$ cat src/rtl/bit_stream_serializer_if.sv
// Parallel-in / serial-out bus bundle for bit_stream_serializer.
// The serializer is the slave; the word source and bit consumer sit on the master side.
interface bit_stream_serializer_if #(
    parameter int unsigned WIDTH = 8,
    parameter int unsigned DEPTH = 4
);
    localparam int unsigned LW = $clog2(DEPTH) + 1;

    logic             flush;
    logic [WIDTH-1:0] din;
    logic             din_valid;
    logic             din_ready;
    logic             bit_out;
    logic             bit_valid;
    logic             busy;
    logic [LW-1:0]    level;

    modport master (
        output flush, din, din_valid,
        input  din_ready, bit_out, bit_valid, busy, level
    );

    modport slave (
        input  flush, din, din_valid,
        output din_ready, bit_out, bit_valid, busy, level
    );
endinterface

$ cat src/rtl/bit_stream_serializer.sv
// Buffers parallel words in a small FIFO and streams them out one bit per clock,
// back-to-back with no gap cycles between consecutive words.
module bit_stream_serializer #(
    parameter int unsigned WIDTH     = 8,
    parameter int unsigned DEPTH     = 4,
    parameter bit          MSB_FIRST = 1'b1,
    parameter bit          IDLE_BIT  = 1'b0
) (
    input logic                    clk,
    input logic                    reset,
    bit_stream_serializer_if.slave bus
);
    localparam int unsigned PW = $clog2(DEPTH);
    localparam int unsigned LW = $clog2(DEPTH) + 1;
    localparam int unsigned CW = $clog2(WIDTH);

    typedef enum logic {
        ST_IDLE  = 1'b0,
        ST_SHIFT = 1'b1
    } state_t;

    state_t           state_q, state_d;
    logic [WIDTH-1:0] mem [DEPTH];
    logic [PW-1:0]    wr_ptr_q, rd_ptr_q;
    logic [LW-1:0]    level_q, level_d;
    logic [WIDTH-1:0] word_q, word_d;
    logic [CW-1:0]    cnt_q, cnt_d;
    logic             bit_q, bit_d;
    logic             push, pop;
    logic             have_word, last_bit;
    logic [WIDTH-1:0] head;
    logic [CW-1:0]    cnt_nxt;

    // Bit i of a word in transmit order.
    function automatic logic bit_at(input logic [WIDTH-1:0] w, input logic [CW-1:0] i);
        if (MSB_FIRST)
            return w[CW'(WIDTH - 1) - i];
        else
            return w[i];
    endfunction

    assign have_word = (level_q != '0);
    assign last_bit  = (cnt_q == CW'(WIDTH - 1));
    assign cnt_nxt   = cnt_q + CW'(1);
    assign head      = mem[rd_ptr_q];

    // Ready is derived only from registered level, so a same-cycle pop never frees a slot.
    assign bus.din_ready = reset & ~bus.flush & (level_q < LW'(DEPTH));
    assign push          = bus.din_valid & bus.din_ready;

    assign level_d = level_q + LW'(push) - LW'(pop);

    always_ff @(posedge clk) begin
        if (push)
            mem[wr_ptr_q] <= bus.din;
    end

    always_ff @(posedge clk or negedge reset) begin
        if (!reset) begin
            wr_ptr_q <= '0;
            rd_ptr_q <= '0;
            level_q  <= '0;
        end else if (bus.flush) begin
            wr_ptr_q <= '0;
            rd_ptr_q <= '0;
            level_q  <= '0;
        end else begin
            if (push)
                wr_ptr_q <= wr_ptr_q + PW'(1);
            if (pop)
                rd_ptr_q <= rd_ptr_q + PW'(1);
            level_q <= level_d;
        end
    end

    always_ff @(posedge clk or negedge reset) begin
        if (!reset) begin
            state_q <= ST_IDLE;
            word_q  <= '0;
            cnt_q   <= '0;
            bit_q   <= IDLE_BIT;
        end else begin
            state_q <= state_d;
            word_q  <= word_d;
            cnt_q   <= cnt_d;
            bit_q   <= bit_d;
        end
    end

    // Shifter FSM: a pop on the last-bit edge keeps SHIFT so the stream has no gap.
    always_comb begin
        state_d = state_q;
        word_d  = word_q;
        cnt_d   = cnt_q;
        bit_d   = bit_q;
        pop     = 1'b0;

        if (bus.flush) begin
            state_d = ST_IDLE;
            cnt_d   = '0;
            bit_d   = IDLE_BIT;
        end else begin
            case (state_q)
                ST_IDLE: begin
                    bit_d = IDLE_BIT;
                    if (have_word) begin
                        pop     = 1'b1;
                        state_d = ST_SHIFT;
                        word_d  = head;
                        cnt_d   = '0;
                        bit_d   = bit_at(head, '0);
                    end
                end
                ST_SHIFT: begin
                    if (!last_bit) begin
                        cnt_d = cnt_nxt;
                        bit_d = bit_at(word_q, cnt_nxt);
                    end else if (have_word) begin
                        pop    = 1'b1;
                        word_d = head;
                        cnt_d  = '0;
                        bit_d  = bit_at(head, '0);
                    end else begin
                        state_d = ST_IDLE;
                        cnt_d   = '0;
                        bit_d   = IDLE_BIT;
                    end
                end
                default: begin
                    state_d = ST_IDLE;
                    bit_d   = IDLE_BIT;
                end
            endcase
        end
    end

    assign bus.bit_out   = bit_q;
    assign bus.bit_valid = (state_q == ST_SHIFT);
    assign bus.busy      = (state_q == ST_SHIFT);
    assign bus.level     = level_q;
endmodule

$ cat src/flat_wrapper.sv
// flat-port wrapper written by rule: the top's interface ports become plain ports
module bit_stream_serializer_flat 
#(
    parameter int unsigned WIDTH     = 8,
    parameter int unsigned DEPTH     = 4,
    parameter bit          MSB_FIRST = 1'b1,
    parameter bit          IDLE_BIT  = 1'b0
)
  (clk, reset, bus_flush, bus_din, bus_din_valid, bus_din_ready, bus_bit_out, bus_bit_valid, bus_busy, bus_level);
  bit_stream_serializer_if #(.WIDTH(WIDTH), .DEPTH(DEPTH)) bus_i ();
  input logic clk;
  input logic reset;
  input wire logic [$bits(bus_i.flush)-1:0] bus_flush;
  input wire logic [$bits(bus_i.din)-1:0] bus_din;
  input wire logic [$bits(bus_i.din_valid)-1:0] bus_din_valid;
  output wire logic [$bits(bus_i.din_ready)-1:0] bus_din_ready;
  output wire logic [$bits(bus_i.bit_out)-1:0] bus_bit_out;
  output wire logic [$bits(bus_i.bit_valid)-1:0] bus_bit_valid;
  output wire logic [$bits(bus_i.busy)-1:0] bus_busy;
  output wire logic [$bits(bus_i.level)-1:0] bus_level;
  assign bus_i.flush = bus_flush;
  assign bus_i.din = bus_din;
  assign bus_i.din_valid = bus_din_valid;
  assign bus_din_ready = bus_i.din_ready;
  assign bus_bit_out = bus_i.bit_out;
  assign bus_bit_valid = bus_i.bit_valid;
  assign bus_busy = bus_i.busy;
  assign bus_level = bus_i.level;
  bit_stream_serializer #(.WIDTH(WIDTH), .DEPTH(DEPTH), .MSB_FIRST(MSB_FIRST), .IDLE_BIT(IDLE_BIT)) u_core (.clk(clk), .reset(reset), .bus(bus_i));
endmodule
$ cat config.mk
export PLATFORM = sky130hd
export DESIGN_NAME = bit_stream_serializer_flat
export DESIGN_NICKNAME = d
export VERILOG_FILES = /design/src/rtl/bit_stream_serializer_if.sv /design/src/rtl/bit_stream_serializer.sv /design/src/flat_wrapper.sv
export SDC_FILE = /design/constraint.sdc
export NUM_CORES = 1
export LEC_CHECK = 0
export ABC_AREA = 0
export CAP_MARGIN = 10
export CORE_ASPECT_RATIO = 0.8
export CORE_MARGIN = 8
export CORE_UTILIZATION = 55
export DETAILED_ROUTE_END_ITERATION = 12
export MAX_ROUTING_LAYER = met4
export PLACE_DENSITY = 0.74
export RECOVER_POWER = 100
export SLEW_MARGIN = 40
export SYNTH_ARGS = -nofsm -noshare
export SYNTH_HDL_FRONTEND = slang
export SYNTH_SLANG_ARGS = --single-unit
$ cat constraint.sdc
create_clock -name clk -period 3.4 [get_ports clk]
set_clock_uncertainty 0.15 [all_clocks]
set_input_delay 0.85 -clock clk [delete_from_list [all_inputs] [get_ports clk]]
set_output_delay 0.85 -clock clk [all_outputs]
set_load 0.01 [all_outputs]
==> results_dict.tcl <==
set metrics [dict create \
    setup_viol_count_final 0 \
    ir_drop_mv 0.321 \
    critPathKind "input pin to output port" \
    cp.required_ps 2400 \
    cp_max_fo 2 \
    finalCriticalPeriod_ps 3190 \
    final_cells 215 \
    dr_total_vias 1164 \
    r2r_slack_ps 530 \
    rr_endpoint "u_core.bus.level[2]$_DFF_PN0_" \
    fin_setup_tns_ps 0 \
    drt_pass1_iterations 4 \
    status "finished, final reports clean" \
    yosys_warnings 0 \
    r2r_cells 11 \
    synth_edf_count 32 \
    synth_cell_type_count 33 \
    design_area_um2 2560 \
    cts.htree.levels 2 \
    gp_congestion 0.796 \
    die_area_um2 6360 \
    area_delta_synth_final_pct 14.6 \
    hold_viol 0 \
    synth_common_cells "edfxtp_1 (32), dfrtp_1 (20), mux4_2 (9)" \
    synth.top_cells.by_area "edfxtp_1 (43%), dfrtp_1 (22%), mux4_2 (9.1%)" \
    core_area_um2 3850 \
    tightest_slew_ps 701 \
    viasPerCell 5.41 \
    critPathSlowestCell "clkdlybuf4s50_1" \
    io_pins 19 \
    n_antenna_cell 0 \
    power_density_nw_per_um2 668 \
    finalCritPeriodShare_pct 93.8 \
    slew_violations 0 \
    cts_post_setup_buffers_inserted 0 \
    synth-async-reset-ratio_pct 38.5 \
    clockBufferDepth 2 \
    endpoint_kind "output port" \
    ant_nets 0 \
    post_dp_cell_area_um2 2480 \
    min_to "u_core.word_q[2]$_DFFE_PN0P_" \
    synth_cells 136 \
    cts.clk_slew.worst_paths_ps 90 \
    syn_area_um2 2230 \
    drive_gt1_share_pct 17.5 \
    synth.most_common_cell "edfxtp_1" \
    synth_flop_cell "edfxtp_1" \
    core.rowCount 20 \
    synth_top_area_share_pct 43.1 \
    drt_iter0_drc 93 \
    grt_pass1_wl_mm 6.20 \
    yosys_register_bits 52 \
    cp_data_arrival_time_ps 2190 \
    cp_cell_sequence "dlygate4sd3_1, nor3b_1, clkdlybuf4s50_1" \
    cap_violations 0 \
    rr_startpoint "u_core.cnt_q[0]$_DFFE_PN0P_" \
    cp-start-kind "input pin" \
    grt-ovfl-total 0 \
    wirelength_mm 3.77 \
    synth_fp_nets 157 \
    synth_top_area_cell "edfxtp_1" \
    cts_root_buf "clkbuf_8" \
    grt_use_total_pct 13.6 \
    yosysSeqAreaShare_pct 65.5 \
    max_freq_mhz 314 \
    routedWlPerCell_um 17.5 \
    hp-class "flop to flop" \
    numCtsBuffers 5 \
    ctsHoldBuffers 0 \
    critPathMaxStageDelay_ps 570 \
    place_inst 207 \
    worstHoldPathCells 1 \
    finalNetCount 180 \
    final_util_pct 66.3 \
    cts_tree "done" \
    rsz0062_at_grt "no" \
    antenna_found_initial 0 \
    drc_errors 0 \
    die_w_um 87.2 \
    start_util_pct 57.9 \
    cts_resized 0 \
    port_buffers 18 \
    min_from "u_core.word_q[2]$_DFFE_PN0P_" \
    grt_max_degree 18 \
    grt_pass1_vias 1245 \
    cts_sinks 52 \
    p_leak_nw 0.946 \
    syn_area_per_cell_um2 16.4 \
    die_h_um 73.0 \
    place_hpwl_mm 2.72 \
    insertion_delay_ps 300 \
    power_w 0.00171 \
    maxSlewHeadroom_pct 53.0 \
]
placed cells by master, fill, tap and decap left out, types with 2 or more instances in the layout:
master,count
clkbuf_8,5
clkdlybuf4s50_1,3
mux2i_1,2
dlygate4sd3_1,15
o31ai_1,2
a21oi_1,6
and2_1,4
ha_1,8
inv_1,7
nand3b_1,4
or2b_1,2
nand2b_1,2
mux4_2,9
mux2_2,7
dfrtp_1,20
nor2b_1,2
nor2_1,3
edfxtp_1,32
nand2_1,4
clkbuf_1,4
o21ai_0,2
worst max-delay path by stage:
stage	from	slack (ps)	end	cells after the start
floorplan	bus_flush	680	u_core.bus.level[2]$_DFF_PN0_	9
global placement	reset	260	bus_din_ready	3
detailed placement	reset	240	u_core.mem[1][0]$_DFFE_PP_	5
CTS	reset	240	bus_din_ready	3
global route	bus_flush	100	bus_din_ready	3
finish	bus_flush	210	bus_din_ready	3
registers in the layout, indices dropped and copies added, names as in the netlist:
register              cells
u_core.cnt_q              3
u_core.rd_ptr_q           2
u_core.wr_ptr_q           2
u_core.bus.bit_valid      1
u_core.bus.level          3
u_core.mem               32
u_core.bus.bit_out        1
u_core.word_q             8
logic make-up (layout without fill, tap and decap cells):
logic type	count (synthesis)	in the layout	synth area share [%]
flip-flops	52	52	65.5
AND/OR/NAND/NOR	28	28	8.42
multiplexers	18	18	13.5
buffers and inverters	14	38	2.81
AO/OA/AOI/OAI	13	13	3.54
adder cells (fa/ha/maj)	9	9	5.39
XOR/XNOR	2	2	0.786
routing by layer:
metal | vias to the layer above | routed length (um) | GRT usage (%)
met5 | - | 0 | -
met4 | 0 | 70 | 7.03
met3 | 8 | 203 | 3.60
met2 | 27 | 1790 | 20.8
met1 | 579 | 1710 | 16.2
li1 | 550 | - | -
layout make-up:
class                   count  area, um2
clock inverters             3       22.5
fillers                   291       1300
inverters                   7       26.3
clock buffers               5       68.8
well taps                  55       68.8
flip-flops and latches     52       1460
repair buffers             23        203
multi-input cells          70        706
power breakdown:
group          switching, W  internal (W)
combinational      0.000215      0.000274
sequential        0.0000994      0.000769
clock              0.000203      0.000148
total              0.000517       0.00119
worst max-delay path: cells and delay by family:
family	cells	cell delay, ps
buf+inv	2	1120
simple gates	1	220
per-stage QoR:
stage               hold WS [ps]  setup WS [ps]
detailed placement           351            239
global placement             339            256
global route                 393           99.1
CTS                          372            236
floorplan                    325            685
finish                       371            212
Power figures use the tool's default switching activity.
